--- src/rtl/dac_pkg.sv ---
// Shared types and default constants for the PWM DAC sharing scheduler.
// Also holds the modulo-increment helper used for round-robin pointers.
package dac_pkg;

    localparam int unsigned DEF_DATA_W   = 8;
    localparam int unsigned DEF_HOLD_W   = 8;
    localparam int unsigned DEF_IDLE_VAL = 0;

    typedef enum logic {
        StIdle,
        StActive
    } sched_state_e;

    // Increment modulo n without relying on n being a power of two.
    function automatic int unsigned wrap_inc(input int unsigned idx, input int unsigned n);
        return (idx + 32'd1 >= n) ? 32'd0 : idx + 32'd1;
    endfunction

endpackage

--- src/rtl/rr_arbiter.sv ---
// Combinational round-robin pick: scans requests starting at the pointer rr_i and
// returns the first one found as a one-hot grant plus its index.
module rr_arbiter
    import dac_pkg::*;
#(
    parameter int unsigned N_REQ = 4,
    localparam int unsigned IDX_W = $clog2(N_REQ)
) (
    input  logic [N_REQ-1:0] req_i,
    input  logic [IDX_W-1:0] rr_i,
    output logic [N_REQ-1:0] gnt_o,
    output logic [IDX_W-1:0] idx_o
);

    logic [IDX_W-1:0] cand;
    logic             found;

    always_comb begin
        gnt_o = '0;
        idx_o = '0;
        found = 1'b0;
        cand  = rr_i;
        for (int unsigned k = 0; k < N_REQ; k++) begin
            if (!found && req_i[cand]) begin
                found       = 1'b1;
                gnt_o[cand] = 1'b1;
                idx_o       = cand;
            end
            cand = IDX_W'(wrap_inc(32'(cand), N_REQ));
        end
    end

endmodule

--- src/rtl/dac_share_sched.sv ---
// Round-robin scheduler sharing one PWM DAC between requesters. The DAC code only
// changes on PWM period boundaries so no period carries a truncated duty cycle.
module dac_share_sched
    import dac_pkg::*;
#(
    parameter int unsigned N_REQ    = 4,
    parameter int unsigned DATA_W   = DEF_DATA_W,
    parameter int unsigned HOLD_W   = DEF_HOLD_W,
    parameter int unsigned IDLE_VAL = DEF_IDLE_VAL
) (
    input  logic                       clk,
    input  logic                       rst_n,
    input  logic                       en,
    input  logic [N_REQ-1:0]           req,
    input  logic [N_REQ*DATA_W-1:0]    req_data,
    input  logic [N_REQ*HOLD_W-1:0]    req_hold,
    output logic [N_REQ-1:0]           gnt,
    output logic [N_REQ-1:0]           done,
    output logic [DATA_W-1:0]          digital_value,
    output logic [$clog2(N_REQ)-1:0]   owner,
    output logic                       busy,
    output logic                       period_tick
);

    localparam int unsigned IDX_W = $clog2(N_REQ);

    logic [DATA_W-1:0] pcnt_q, pcnt_d;
    sched_state_e      state_q, state_d;
    logic [DATA_W-1:0] value_q, value_d;
    logic [HOLD_W-1:0] hcnt_q, hcnt_d;
    logic [IDX_W-1:0]  owner_q, owner_d;
    logic [IDX_W-1:0]  rr_q, rr_d;
    logic [N_REQ-1:0]  gnt_q, gnt_d;
    logic [N_REQ-1:0]  done_q, done_d;
    logic              tick_q, tick_d;

    logic              boundary;
    logic              grant_now;
    logic [N_REQ-1:0]  owner_oh;
    logic [N_REQ-1:0]  arb_req;
    logic [N_REQ-1:0]  arb_gnt;
    logic [IDX_W-1:0]  arb_idx;
    logic [DATA_W-1:0] sel_data;
    logic [HOLD_W-1:0] sel_hold;

    assign boundary = &pcnt_q;
    assign owner_oh = {{(N_REQ-1){1'b0}}, 1'b1} << owner_q;
    // The current owner may not win the boundary on which its own hold expires.
    assign arb_req  = (state_q == StActive) ? (req & ~owner_oh) : req;

    rr_arbiter #(
        .N_REQ (N_REQ)
    ) u_rr_arbiter (
        .req_i (arb_req),
        .rr_i  (rr_q),
        .gnt_o (arb_gnt),
        .idx_o (arb_idx)
    );

    always_comb begin
        sel_data = '0;
        sel_hold = '0;
        for (int unsigned i = 0; i < N_REQ; i++) begin
            if (arb_gnt[i]) begin
                sel_data = req_data[i*DATA_W +: DATA_W];
                sel_hold = req_hold[i*HOLD_W +: HOLD_W];
            end
        end
    end

    always_comb begin
        pcnt_d    = pcnt_q + 1'b1;
        tick_d    = boundary;
        state_d   = state_q;
        value_d   = value_q;
        hcnt_d    = hcnt_q;
        owner_d   = owner_q;
        rr_d      = rr_q;
        gnt_d     = '0;
        done_d    = '0;
        grant_now = 1'b0;

        if (boundary) begin
            unique case (state_q)
                StIdle: begin
                    grant_now = en && (|arb_req);
                end
                StActive: begin
                    hcnt_d = hcnt_q - 1'b1;
                    if (!en) begin
                        state_d = StIdle;
                        value_d = DATA_W'(IDLE_VAL);
                    end else if (hcnt_q == HOLD_W'(1)) begin
                        done_d = owner_oh;
                        if (|arb_req) begin
                            grant_now = 1'b1;
                        end else begin
                            state_d = StIdle;
                            value_d = DATA_W'(IDLE_VAL);
                        end
                    end
                end
                default: ;
            endcase

            if (grant_now) begin
                state_d = StActive;
                value_d = sel_data;
                hcnt_d  = (sel_hold == '0) ? HOLD_W'(1) : sel_hold;
                owner_d = arb_idx;
                rr_d    = IDX_W'(wrap_inc(32'(arb_idx), N_REQ));
                gnt_d   = arb_gnt;
            end
        end
    end

    always_ff @(posedge clk or negedge rst_n) begin
        if (!rst_n) begin
            pcnt_q  <= '0;
            state_q <= StIdle;
            value_q <= DATA_W'(IDLE_VAL);
            hcnt_q  <= '0;
            owner_q <= '0;
            rr_q    <= '0;
            gnt_q   <= '0;
            done_q  <= '0;
            tick_q  <= 1'b0;
        end else begin
            pcnt_q  <= pcnt_d;
            state_q <= state_d;
            value_q <= value_d;
            hcnt_q  <= hcnt_d;
            owner_q <= owner_d;
            rr_q    <= rr_d;
            gnt_q   <= gnt_d;
            done_q  <= done_d;
            tick_q  <= tick_d;
        end
    end

    assign gnt           = gnt_q;
    assign done          = done_q;
    assign digital_value = value_q;
    assign owner         = owner_q;
    assign busy          = (state_q == StActive);
    assign period_tick   = tick_q;

    // Pulses can only appear in the first cycle of a period.
    a_pulse_onehot: assert property (@(posedge clk) disable iff (!rst_n)
        $onehot0(gnt_q) && $onehot0(done_q));
    a_pulse_aligned: assert property (@(posedge clk) disable iff (!rst_n)
        (|gnt_q || |done_q) |-> (pcnt_q == '0));
    a_hold_live: assert property (@(posedge clk) disable iff (!rst_n)
        busy |-> (hcnt_q != '0));

endmodule

--- config.mk ---
export PLATFORM = sky130hd
export DESIGN_NAME = dac_share_sched
export DESIGN_NICKNAME = d
export VERILOG_FILES = /design/src/rtl/dac_pkg.sv /design/src/rtl/rr_arbiter.sv /design/src/rtl/dac_share_sched.sv
export SDC_FILE = /design/constraint.sdc
export NUM_CORES = 1
export LEC_CHECK = 0
export ABC_AREA = 1
export BUFFER_PORTS_ARGS = -buffer_cell sky130_fd_sc_hd__buf_2
export CORE_ASPECT_RATIO = 0.6
export CORE_MARGIN = 10
export CORE_UTILIZATION = 50
export CTS_CLUSTER_SIZE = 12
export DETAILED_ROUTE_END_ITERATION = 8
export PLACE_DENSITY = 0.79
export SYNTH_ARGS = -nofsm -noshare
export SYNTH_HDL_FRONTEND = slang
export SYNTH_SLANG_ARGS = --single-unit
--- constraint.sdc ---
create_clock -name clk -period 3.8 [get_ports clk]
set_clock_uncertainty 0.15 [all_clocks]
set_input_delay 1.14 -clock clk [delete_from_list [all_inputs] [get_ports clk]]
set_output_delay 1.14 -clock clk [all_outputs]
set_load 0.02 [all_outputs]
== Yosys cells after proc, flatten, opt, wreduce, memory -nomap -nowiden ==
Cells that the tools add are included.

* $add $sub $neg: 6
* Mux-type cells: 63
* Equality and inequality tests: 3
* Bitwise logic cells: 6
* Shift-type cells: 1
* Magnitude comparators: 12
* Reductions and logical operators: 18

{| class="wikitable"
|+ Operators with widths
! kind !! count
|-
| two-way mux 8 bit || 16
|-
| two-way mux 4 bit || 11
|-
| two-way mux 1 bit || 19
|-
| AND reduction 9 bit || 2
|-
| two-way mux 2 bit || 8
|-
| adder 2 x 1 -> 3 bit (second input constant) || 4
|-
| >= comparator 3 bit (second input constant) || 4
|-
| less-than comparator 2 x 3 -> 1 bit (second input constant) || 4
|-
| OR 4 bit || 3
|-
| AND reduction 11 bit || 1
|-
| adder 8 x 1 -> 8 bit (second input constant) || 1
|-
| binary-select mux 1 bit (select 2 bit) || 4
|-
| demux 1 bit (select 2 bit) || 4
|-
| equality test 8 x 1 -> 1 bit (second input constant) || 1
|-
| >= comparator 2 x 1 -> 1 bit (second input constant) || 4
|-
| logical AND 1 bit || 8
|-
| logical NOT 8 bit || 1
|-
| AND reduction 8 bit || 1
|-
| subtractor 8 x 1 -> 8 bit (second input constant) || 1
|-
| AND 4 bit || 1
|-
| NOT 4 bit || 1
|-
| OR reduction 4 bit || 1
|-
| << shifter 1 x 2 -> 4 bit (first input constant) || 1
|-
| logical NOT 1 bit || 3
|-
| 5 further kinds || 5
|}

* Register bits: 38
* Word-level logic and storage cells: 118
* Bits of input ports: 71
* Output and inout bits: 20

== Longest topological paths before layout ==
Gate-level depths: netlist of the first run.

* Depth after elaboration: 23
* Mapped depth: 23
* Gate-level depth less buffers: 22

== Hierarchy ==
A second synthesis of the first run with hierarchy kept.

* Cells, all modules: 427
* Area total of the unflattened synthesis: 2939.1 um^2

{| class="wikitable"
|+ Modules (own cells, without submodules)
! module !! instances !! seq. area each (um^2) !! cells each !! area each (um^2)
|-
| dac_share_sched || 1 || 950.9 || 347 || 2458.6
|-
| rr_arbiter || 1 || 0.0 || 80 || 480.5
|}

== Worst setup path after synthesis of the first run ==
OpenSTA, ideal clock, no wires.

* Path type: input port to flip-flop
* Start point: input req[3]
* End point: register hcnt_q[0]
* Library setup time: 0.116 ns
* Data required time: 3.534 ns
* Cell stages on the path: 16
* Arrival: 2.507 ns
* Path buffers: 0
* Path slack: 1.027 ns
* Cells stage by stage: nand2_1 nand2_1 nand3_2 nand2_4 nor2_8 nand3_1 nand3_4 inv_2 nand2_1 inv_2 a21oi_1 o21ai_0 nor2_1 nand2_1 nand2_1 nand2_1

* Word-level cells in the longest chain between the ends: 21
* Elaborated cells on any way between the ends: 42
* Classes of those cells: mux (27); bitwise (4); reduce/logical (11)

{| class="wikitable"
|+ Ends and longest elaborated chain
! element !! line !! source
|-
| start, declared || dac_share_sched.sv:14 || <nowiki>input logic [N_REQ-1:0] req,</nowiki>
|-
| AND 4 bit || dac_share_sched.sv:49 || <nowiki>assign arb_req = (state_q == StActive) ? (req & ~owner_oh) : req;</nowiki>
|-
| two-way mux 4 bit * || dac_share_sched.sv:49 ||
|-
| binary-select mux 1 bit (select 2 bit) || rr_arbiter.sv:24 || <nowiki>if (!found && req_i[cand]) begin</nowiki>
|-
| two-way mux 1 bit (not written as such) || rr_arbiter.sv:24 ||
|-
| two-way mux 1 bit || rr_arbiter.sv:24 ||
|-
| logical NOT 1 bit || rr_arbiter.sv:24 ||
|-
| logical AND 1 bit || rr_arbiter.sv:24 ||
|-
| two-way mux 1 bit || rr_arbiter.sv:24 ||
|-
| (+2 left out) || n/a ||
|-
| two-way mux 1 bit || rr_arbiter.sv:24 ||
|-
| logical NOT 1 bit || rr_arbiter.sv:24 ||
|-
| logical AND 1 bit || rr_arbiter.sv:24 ||
|-
| two-way mux 4 bit || rr_arbiter.sv:24 ||
|-
| two-way mux 8 bit (4 in series) || dac_share_sched.sv:64 || <nowiki>if (arb_gnt[i]) begin</nowiki>
|-
| logical NOT 8 bit || dac_share_sched.sv:109 || <nowiki>hcnt_d = (sel_hold == '0) ? HOLD_W'(1) : sel_hold;</nowiki>
|-
| two-way mux 8 bit || dac_share_sched.sv:109 ||
|-
| two-way mux 8 bit || dac_share_sched.sv:106 || <nowiki>if (grant_now) begin</nowiki>
|-
| end signal, assigned || dac_share_sched.sv:132 || <nowiki>hcnt_q <= hcnt_d;</nowiki>
|-
| end, declared || dac_share_sched.sv:30 || <nowiki>logic [HOLD_W-1:0] hcnt_q, hcnt_d;</nowiki>
|}

Every way passes the cells marked *; elsewhere a longest branch is shown, timed or not. The select of a mux whose other input is x is not followed.
A chain may end at the register's enable or synchronous reset.

== Worst setup path in the final report of the first run ==
* Start point: register rr_q[0]
* End point: register hcnt_q[0]

* Word-level cells in the longest chain between the ends: 22
* Elaborated cells on any way between the ends: 60
* Classes of those cells: add/sub (3); order compare (11); mux (32); bitwise (3); reduce/logical (11)

{| class="wikitable"
|+ Ends and longest elaborated chain
! element !! line !! source
|-
| start, declared || dac_share_sched.sv:32 || <nowiki>logic [IDX_W-1:0] rr_q, rr_d;</nowiki>
|-
| start signal, assigned || dac_share_sched.sv:134 || <nowiki>rr_q <= rr_d;</nowiki>
|-
| adder 2 x 1 -> 3 bit || dac_pkg.sv:16 || <nowiki>return (idx + 32'd1 >= n) ? 32'd0 : idx + 32'd1;</nowiki>
|-
| >= comparator 3 bit || dac_pkg.sv:16 ||
|-
| two-way mux 2 bit || dac_pkg.sv:16 ||
|-
| adder 2 x 1 -> 3 bit || dac_pkg.sv:16 ||
|-
| >= comparator 3 bit || dac_pkg.sv:16 ||
|-
| two-way mux 2 bit || dac_pkg.sv:16 ||
|-
| adder 2 x 1 -> 3 bit || dac_pkg.sv:16 ||
|-
| >= comparator 3 bit || dac_pkg.sv:16 ||
|-
| (+4 left out) || n/a ||
|-
| demux 1 bit (select 2 bit) || n/a ||
|-
| OR 4 bit (no line) || n/a ||
|-
| two-way mux 4 bit * || rr_arbiter.sv:24 ||
|-
| two-way mux 8 bit (3 in series) || dac_share_sched.sv:64 ||
|-
| two-way mux 8 bit * || dac_share_sched.sv:64 ||
|-
| logical NOT 8 bit || dac_share_sched.sv:109 ||
|-
| two-way mux 8 bit * || dac_share_sched.sv:109 ||
|-
| two-way mux 8 bit * || dac_share_sched.sv:106 ||
|}

Marks and branches as above.

==> summary.txt, run 1 <==
Clock tree
  – Gates resized, CTS repair: 0
  – H-tree levels: 2
  – TritonCTS clock tree: yes
  – Setup bufs post-CTS: 0
  – Clk_lat worst skew: approximately 0.29 ns
  – Clock sink count: 38
  – Clk buf depth: 2
  – Hold buffers post-CTS: 0
  – Clock Tree Root: clkbuf_8
  – Num CTS Buffers: 5
  – Clock-pin slew on the worst setup and hold paths: 0.07 ns

Floorplanning
  – Core ar.: between 5000 and 6000 um^2
  – Die Footprint: approximately 9000 um^2
  – Die Y: 77.07 um
  – Die X: roughly 120 um
  – Starting Density: a little over half
  – I/O pins: between 90 and 100
  – Cell Rows: 20

Hold path
  – Hold Path Stages: 1
  – Hold Crit Class: reg2reg

Placed design
  – Routability congestion estimate from global placement: 0.9497
  – Port Buffers: 90
  – Dpl hpwl: 6.301 mm
  – Dpl ws: about 0.33 ns

Timing
  – Hold slack: between 0.3 and 0.4 ns
  – RSZ-0062 raised after global routing: no
  – Final min period: roughly 3.3 ns
  – Worst-margin pin slew: 0.8080 ns
  – Crit share post-route: approximately 87%
  – Slew Limit Fails: 0
  – Worst path setup slack after routing: 0.4928 ns
  – Worst slew margin: between 40% and 50%
  – Final hold violation count: 0
  – Final-report setup violation count: 0
  – Post-route setup TNS: 0 ns
  – FMAX: between 0.3 and 0.4 GHz

Power and ir drop
  – Total power: 0.7852 mW
  – Pwr Density: 239.2 nW/um^2
  – Max IR drop VDD: ~130 uV
  – Static leakage: ~1.9 nW

GRT
  – Initial antenna violation count: 0
  – Largest net degree at the start of global routing: 39
  – Vias in the first global route: around 2,700
  – First-pass GRT wire length: about 13 mm
  – Grt total ovfl: 0
  – All-Layer GR Usage: 16.74%

Logic synthesis
  – Yosys warning count: 0
  – Post-Syn Instances: between 300 and 400
  – Register area share after synthesis: between 30% and 40%
  – Syn Nets: about 460
  – Async SR Flop Fraction: 100.0%
  – Synth Cell Area: ~2700 um^2
  – Netlist cell types: 37
  – Syn avg cell area: between 7 and 8 um^2
  – Top FF cell, synth: dfrtp_1
  – #FFs+latches synth: 38
  – Post-synth EDFFs: 0

Drt
  – Routed WL: around 7.8 mm
  – DRC: 0
  – Initial DRC count: 212
  – Vias per cell: ~5.3
  – Drt pass-1 iters: 5
  – Via count: between 2,000 and 3,000
  – Routed Antenna Nets: 0
  – WL/cell: about 15 um

Final layout
  – Final design utilization: 63.69%
  – Area grow syn2layout: 20.98%
  – Antenna cells: 0
  – Layout cells sized above 1: between 20% and 30%
  – Nets@finish: approximately 550
  – FILL cells: ~440

Critical path
  – CP max FO: 18
  – Critical path class: reg2reg
  – Worst Path Required: between 3 and 4 ns
  – Depth of the most critical reg-to-reg path: 21
  – Startpoint types: flip-flop
  – Worst EP arrival: 3.38 ns
  – CP Capture Type: flip-flop

Outcome
  – Outcome: complete, no violations

Job
  – Max-cap violations: 0
==> flip-flops by register name, summed over array words and instances, names as in the netlist <==
name / flops
busy: 1
gnt: 4
digital_value: 8
period_tick: 1
owner: 2
hcnt_q: 8
pcnt_q: 8
rr_q: 2
done: 4
==> critical path: stages, from the launching register on <==
cell,delay [ns]
dfrtp_1,0.52
inv_1,0.21
ha_1,0.39
nor2_1,0.21
nand2_1,0.10
nand2_1,0.07
inv_1,0.04
nand2_1,0.07
nand2_1,0.05
inv_1,0.11
nand3_1,0.13
nand3_4,0.23
inv_2,0.12
nand3_1,0.09
nand2_1,0.06
a21boi_1,0.30
nand2_1,0.10
nor2_1,0.09
nand2_1,0.06
nand2_1,0.05
nand2_1,0.05
nand2_1,0.05
==> layout by cell type (no fill, tap or decap), types with 3 or more instances in the layout <==
master,netlist,final
nand2_1,121,121
buf_2,0,90
dfrtp_1,38,38
inv_1,34,34
nand3_1,32,32
o21ai_0,32,32
a21oi_1,22,22
nor2_1,16,16
ha_1,11,11
o21ai_1,10,10
xor2_1,8,8
inv_2,6,6
clkbuf_8,0,5
nor3_1,4,4
a21boi_1,4,4
nand2_2,3,3
nand3_2,4,3
nand3_4,2,3
xnor2_1,3,3
o211ai_1,3,3
a21oi_2,3,3
==> final timing paths <==
path	from	to	slack (ns)
setup / recovery	rr_q[0]$_DFFE_PN0P_	hcnt_q[0]$_DFFE_PN0P_	0.49
hold / removal	pcnt_q[0]$_DFF_PN0_	pcnt_q[0]$_DFF_PN0_	0.31
setup reg to reg	rr_q[0]$_DFFE_PN0P_	hcnt_q[0]$_DFFE_PN0P_	0.49
hold reg to reg	pcnt_q[0]$_DFF_PN0_	pcnt_q[0]$_DFF_PN0_	0.31
max in group asynchronous	rst_n	hcnt_q[0]$_DFFE_PN0P_	2.20
min in group asynchronous	rst_n	done[3]$_DFF_PN0_	0.79
==> routing by layer <==
layer	vias to the layer above	wire, um	share of wire [%]	track usage (%)
li1	1421	-	-	-
met1	1295	3535	45	23.04
met2	143	3209	41	23.82
met3	5	1020	13	7.537
met4	0	36	0.46	2.217
met5	-	0	0	0
==> where the power goes <==
group	switching, mW	leakage, nW	internal [mW]
sequential	0	0.496	0.404
clock	0.134	0.0438	0.123
combinational	0.0728	1.34	0.0509
==> stage by stage <==
step           area [um^2]  instances
5_1_grt               3283        536
4_1_cts               3276        536
2_1_floorplan         2714        380
6_report              3283        536
3_5_place_dp          3197        529
3_3_place_gp          3197        529
==> cells in the mapped netlist (2+ instances only) <==
master,instances,area (um^2)
nand2_4,2,22.52
o21ai_1,10,50.05
o211ai_1,3,22.52
nor3_1,4,20.02
nand2_2,3,18.77
clkbuf_1,2,7.510
nand3_2,4,40.04
nand3_1,32,160.2
o21ai_0,32,160.2
dfrtp_1,38,950.9
buf_6,2,22.52
nand3_4,2,35.03
nor3b_1,2,15.01
a21boi_1,4,30.03
nor2_1,16,60.06
inv_1,34,127.6
a21oi_2,3,26.28
buf_4,2,15.01
nor2_2,2,12.51
inv_2,6,22.52
nand2_1,121,454.2
xor2_1,8,70.07
xnor2_1,3,26.28
ha_1,11,137.6
a21oi_1,22,110.1
==> area by class of cell <==
class / count / area [um^2] / area share (%)
Multi-Input combinational cell: 294 / 1567 / 47.71
Sequential cell: 38 / 950.9 / 28.96
Timing Repair Buffer: 90 / 450.4 / 13.72
Inverter: 41 / 153.9 / 4.688
Tap cell: 66 / 82.58 / 2.515
Clock buffer: 5 / 68.82 / 2.096
Clock inverter: 2 / 10.01 / 0.3049
==> cells by family after synthesis <==
kind of cell / count (synthesis) / share of synthesized area (%)
simple gates: 194 / 32.87
compound gates: 78 / 15.95
flops: 38 / 35.04
fa+ha+maj: 11 / 5.071
xor+xnor: 11 / 3.550
buf+inv: 48 / 7.514
(Power assumes the default switching activity.)
==> inputs of run 2 (changes only) <==
==> constraint.sdc (replaced) <==
create_clock -name clk -period 3.74 [get_ports clk]
set_clock_uncertainty 0.15 [all_clocks]
set_input_delay 1.122 -clock clk [delete_from_list [all_inputs] [get_ports clk]]
set_output_delay 1.122 -clock clk [all_outputs]
set_load 0.02 [all_outputs]
==> summary.txt, run 2 (synthesized netlist as in run 1, its figures left out) <==
Power and ir drop
  – Total power: 0.8811 mW
  – Static leakage: roughly 1.9 nW
  – Clock power share: 39.3%
  – Switching Share: between 20% and 30%
  – P_sw: between 0.2 and 0.25 mW
  – Pwr Density: between 200 and 300 nW/um^2
  – Logic pwr share: 14.1%
  – Sequential share of power: about 47%
  – Max IR drop VDD: between 150 and 200 uV
  – Internal power: roughly 0.66 mW

Floorplanning
  – Die Y: between 70 and 80 um
  – Die Footprint: approximately 9000 um^2
  – I/O pins: between 90 and 100
  – Cell Rows: 20
  – Core ar.: slightly above 5000 um^2
  – Starting Density: 52.65%
  – Die X: 115.1 um

Placed design
  – Port Buffers: 90
  – DP Area: between 3000 and 4000 um^2
  – Dpl hpwl: 6.297 mm
  – Routability congestion estimate from global placement: ~0.95

Job
  – Max-cap violations: 0

Clock tree
  – TritonCTS clock tree: yes
  – Gates resized, CTS repair: 0
  – H-tree levels: 2
  – Clock sink count: 38
  – Clock Tree Root: clkbuf_8
  – Clk buf depth: 2
  – Num CTS Buffers: 5
  – Hold buffers post-CTS: 0
  – Clk_lat worst skew: about 0.30 ns
  – Setup bufs post-CTS: 0
  – Clock-pin slew on the worst setup and hold paths: roughly 0.08 ns

Critical path
  – Cell mode on critical path: nand2_1
  – Slack of the worst reg-to-reg path: ~0.5 ns
  – Slowest-stage cell, CP: dfrtp_1
  – Capturing point of the worst reg2reg path: hcnt_q[0]$_DFFE_PN0P_
  – CP Capture Type: flip-flop
  – Worst Path Required: about 3.8 ns
  – Crit path cell chain: inv_1 > ha_1 > inv_1 > nor2_1 > nand2_1 > nand2_1 > inv_1 > nand2_1 > nand2_1 > inv_1 > nand3_1 > nand3_2 > inv_1 > or2_0 > nand3_1 > nand2_1 > nor2_1 > nand2_1 > nand2_1 > nand2_1 > nand2_1
  – Worst EP arrival: roughly 3.3 ns
  – Reg2reg start: rr_q[0]$_DFFE_PN0P_
  – Startpoint types: flip-flop
  – Critical path class: reg2reg
  – Depth of the most critical reg-to-reg path: 21
  – CP max FO: 14
  – Largest stage delay, worst path: between 0.5 and 0.6 ns

Timing
  – RSZ-0062 raised after global routing: no
  – Final min period: around 3.2 ns
  – Worst slew margin: 45.00%
  – Worst-margin pin slew: just over 0.8 ns
  – Slew Limit Fails: 0
  – Crit share post-route: between 80 and 90%
  – Final hold violation count: 0
  – FMAX: roughly 0.31 GHz
  – Post-route setup TNS: 0 ns
  – Final-report setup violation count: 0

Drt
  – DRC: 0
  – Routed WL: between 7 and 8 mm
  – Vias per cell: just over 5
  – Initial DRC count: ~210
  – WL/cell: 14.30 um
  – Via count: approximately 2,800
  – Routed Antenna Nets: 0
  – Drt pass-1 iters: 4

Outcome
  – Outcome: complete, no violations

GRT
  – All-Layer GR Usage: between 10% and 20%
  – Grt total ovfl: 0
  – Vias in the first global route: approximately 2,700
  – Largest net degree at the start of global routing: 39
  – First-pass GRT wire length: roughly 13 mm
  – Initial antenna violation count: 0

Final layout
  – Fin area: 3313 um^2
  – Area grow syn2layout: 22.08%
  – Layout cells sized above 1: 26.06%
  – Antenna cells: 0
  – Most frequent cells in the layout: nand2_1, buf_2, dfrtp_1
  – FILL cells: roughly 460
  – Multi-input logic area: 1559 um^2
  – Register area: about 950 um^2
  – Nets@finish: approximately 550
  – Most common cell after layout, fill and taps aside: nand2_1

Hold path
  – Hold Crit Class: reg2reg
  – Hold endpoint: pcnt_q[0]$_DFF_PN0_
  – HP Start: pcnt_q[0]$_DFF_PN0_
  – Hold Path Stages: 1
==> run 2: cell types whose count changed in the layout (fill, tap and decap cells not counted) <==
cell and change:
nand3_2 +1, nand3_4 -1, bufinv_16 +1, buf_4 +1
==> run 2: metal layers <==
metal	up-vias	GRT usage, %	routed length, um	share of wire (%)
met1	1221	24.32	3755	49
met2	110	23.54	2967	39
li1	1424	-	-	-
met5	-	0	0	0
met3	6	8.469	915	12
met4	0	2.094	53	0.69
==> run 2: cell type report <==
cell class	count	area share, %
multi-input combinational	294	47.05
sequential	38	28.70
timing repair buffer	91	13.82
inverter	41	4.645
tap	66	2.492
clock buffer	5	2.077
clock inverter	3	1.208
==> run 2: metrics by stage <==
| step | util, % | setup WS [ns] | hold slack, ns | instances |
|---|---|---|---|---|
| floorplan | - | 0.9845 | 0.2726 | 380 |
| global placement | 62.16 | 0.4091 | 0.2981 | 530 |
| detailed placement | 62.16 | 0.4310 | 0.2970 | 530 |
| CTS | 64.27 | 0.5124 | 0.3080 | 538 |
| global route | 64.27 | 0.1003 | 0.3563 | 538 |
| finish | 64.27 | 0.4974 | 0.3025 | 538 |
==> run 2: power by group through the flow <==
stage	clock network, mW	registers [mW]	logic (mW)
2_1_floorplan	0	0.419	0.0651
3_3_place_gp	0	0.419	0.123
5_1_grt	0.366	0.410	0.141
4_1_cts	0.351	0.410	0.124
6_report	0.346	0.411	0.124
3_5_place_dp	0	0.419	0.123
==> run 2: worst max-delay path: cells and delay by family (launching register included) <==
kind / cells / cell delay, ns
adder cells (fa/ha/maj): 1 / 0.41
flip-flops: 1 / 0.52
buffers and inverters: 5 / 0.67
AND/OR/NAND/NOR: 15 / 1.42
==> run 2: worst max-delay path by stage <==
stage | start | end | depth (start not counted)
2_1_floorplan | req[3] | hcnt_q[0]$_DFFE_PN0P_ | 16
6_report | rr_q[0]$_DFFE_PN0P_ | hcnt_q[0]$_DFFE_PN0P_ | 21
3_3_place_gp | req[0] | hcnt_q[0]$_DFFE_PN0P_ | 19
4_1_cts | rr_q[0]$_DFFE_PN0P_ | hcnt_q[1]$_DFFE_PN0P_ | 18
3_5_place_dp | req[1] | hcnt_q[0]$_DFFE_PN0P_ | 19
5_1_grt | rr_q[0]$_DFFE_PN0P_ | hcnt_q[0]$_DFFE_PN0P_ | 20
==> inputs of run 3 (changes only) <==
--- a/config.mk
+++ b/config.mk
@@ -12,7 +12,7 @@
 export CORE_UTILIZATION = 50
 export CTS_CLUSTER_SIZE = 12
 export DETAILED_ROUTE_END_ITERATION = 8
-export PLACE_DENSITY = 0.79
+export PLACE_DENSITY = 0.88
 export SYNTH_ARGS = -nofsm -noshare
 export SYNTH_HDL_FRONTEND = slang
 export SYNTH_SLANG_ARGS = --single-unit
==> summary.txt, run 3 (synthesized netlist as in run 1, its figures left out) <==
GRT
  – First-pass GRT wire length: 12.56 mm
  – Grt total ovfl: 0
  – All-Layer GR Usage: 16.80%
  – Vias in the first global route: between 2,000 and 3,000
  – Largest net degree at the start of global routing: 39
  – Initial antenna violation count: 0

Drt
  – DRC: 0
  – Vias per cell: 5.283
  – Via count: between 2,000 and 3,000
  – Initial DRC count: around 190
  – Drt pass-1 iters: 4
  – Routed Antenna Nets: 0
  – WL/cell: approximately 14 um
  – Routed WL: ~7.7 mm

Floorplanning
  – Cell Rows: 20
  – Die Footprint: a little under 9000 um^2
  – Die Y: just under 80 um
  – Starting Density: roughly 53%
  – Core ar.: between 5000 and 6000 um^2
  – Die X: between 100 and 150 um
  – I/O pins: 91

Timing
  – Slew Limit Fails: 0
  – Worst-margin pin slew: ~0.82 ns
  – Final hold violation count: 0
  – Crit share post-route: between 80 and 90%
  – Post-route setup TNS: 0 ns
  – Final-report setup violation count: 0
  – Worst slew margin: 45.18%
  – Final min period: ~3.2 ns
  – FMAX: ~0.3 GHz
  – RSZ-0062 raised after global routing: no

Placed design
  – Port Buffers: 90
  – Dpl cells: 530
  – Routability congestion estimate from global placement: 0.9191
  – DP Area: 3204 um^2
  – Dpl hpwl: between 6 and 7 mm

Power and ir drop
  – Pwr Density: between 200 and 300 nW/um^2
  – Static leakage: about 1.9 nW
  – Max IR drop VDD: around 170 uV

Outcome
  – Outcome: complete, no violations

Clock tree
  – Clk_lat worst skew: just under 0.3 ns
  – Gates resized, CTS repair: 0
  – Num CTS Buffers: 5
  – Setup bufs post-CTS: 0
  – H-tree levels: 2
  – Clock sink count: 38
  – Clock-pin slew on the worst setup and hold paths: 0.08 ns
  – Clk buf depth: 2
  – Clock Tree Root: clkbuf_8
  – TritonCTS clock tree: yes
  – Hold buffers post-CTS: 0

Final layout
  – Most common cell after layout, fill and taps aside: nand2_1
  – Most frequent cells in the layout: nand2_1, buf_2, dfrtp_1
  – FILL cells: about 440
  – Nets@finish: roughly 550
  – Finished Layout Cells: ~540
  – Fin area: 3342 um^2
  – Final design utilization: ~65%
  – Area grow syn2layout: 23.14%
  – Antenna cells: 0
  – Layout cells sized above 1: between 20% and 30%

Hold path
  – Hold Path Stages: 1
  – Hold Crit Class: reg2reg

Critical path
  – Worst Path Required: between 3 and 4 ns
  – CP Capture Type: flip-flop
  – Critical path origin: rr_q[0]$_DFFE_PN0P_
  – Critical path class: reg2reg
  – Reg2reg start: rr_q[0]$_DFFE_PN0P_
  – End of the critical path: hcnt_q[1]$_DFFE_PN0P_
  – Slack of the worst reg-to-reg path: roughly 0.5 ns
  – Startpoint types: flip-flop
  – Depth of the most critical reg-to-reg path: 18
  – Capturing point of the worst reg2reg path: hcnt_q[1]$_DFFE_PN0P_
  – CP max FO: 15
  – Worst EP arrival: roughly 3.3 ns

Job
  – Max-cap violations: 0
[run 3: changes by cell type in the layout (fill, tap and decap cells not counted), sizes merged]
cell    before  now
bufinv       1    2
clkinv       3    2
[run 3: worst max-delay path: stages (launching register included)]
cell     delay [ns]
dfrtp_1        0.52
inv_1          0.21
ha_1           0.41
inv_1          0.11
nor2_1         0.14
nand2_1        0.07
nand2_1        0.05
inv_1          0.03
nand2_1        0.07
nand2_1        0.05
inv_1          0.11
nand3_1        0.10
nand3_2        0.26
inv_1          0.21
or2_0          0.23
nand3_1        0.08
nand2_1        0.07
o21ai_0        0.14
o21ai_0        0.10
[run 3: worst min path at each step]
stage                     slack (ns)                 from             endpoint
final                           0.30  pcnt_q[0]$_DFF_PN0_  pcnt_q[0]$_DFF_PN0_
after floorplan                 0.27  pcnt_q[0]$_DFF_PN0_  pcnt_q[0]$_DFF_PN0_
after CTS                       0.31  pcnt_q[0]$_DFF_PN0_  pcnt_q[0]$_DFF_PN0_
after global routing            0.33  pcnt_q[0]$_DFF_PN0_  pcnt_q[0]$_DFF_PN0_
after detailed placement        0.29  pcnt_q[0]$_DFF_PN0_  pcnt_q[0]$_DFF_PN0_
after global placement          0.29  pcnt_q[0]$_DFF_PN0_  pcnt_q[0]$_DFF_PN0_
[run 3: power by group]
part           switching (mW)  total [mW]  internal (mW)  leakage, nW
clock network           0.152       0.419          0.267       0.0683
registers                   0       0.410          0.410        0.496
logic                  0.0729       0.125         0.0520         1.34
[run 3: metal layers]
metal	part of all wire, %	routed length, um	GRT usage, %	vias up
met5	0	0	0	-
met4	1.2	95	4.064	0
met3	13	981	7.615	14
met2	39	2975	22.98	170
met1	47	3614	23.18	1231
li1	-	-	-	1427
[run 3: final cells by class]
class	instances	area, um^2	share of cell area, %
clock buffer	5	68.82	2.059
timing repair buffer	91	457.9	13.70
sequential	38	950.9	28.45
clock inverter	3	68.82	2.059
tap	66	82.58	2.471
multi-input combinational	294	1559	46.65
inverter	41	153.9	4.605
[run 3: per-stage QoR]
step | total power [mW] | worst slack [ns] | hold slack, ns
6_report | 0.9542 | 0.4993 | 0.3037
5_1_grt | 0.9960 | 0.1193 | 0.3307
4_1_cts | 0.9611 | 0.5337 | 0.3061
3_5_place_dp | 0.5420 | 0.4013 | 0.2939
3_3_place_gp | 0.5410 | 0.4420 | 0.2896
2_1_floorplan | 0.4838 | 0.9845 | 0.2726
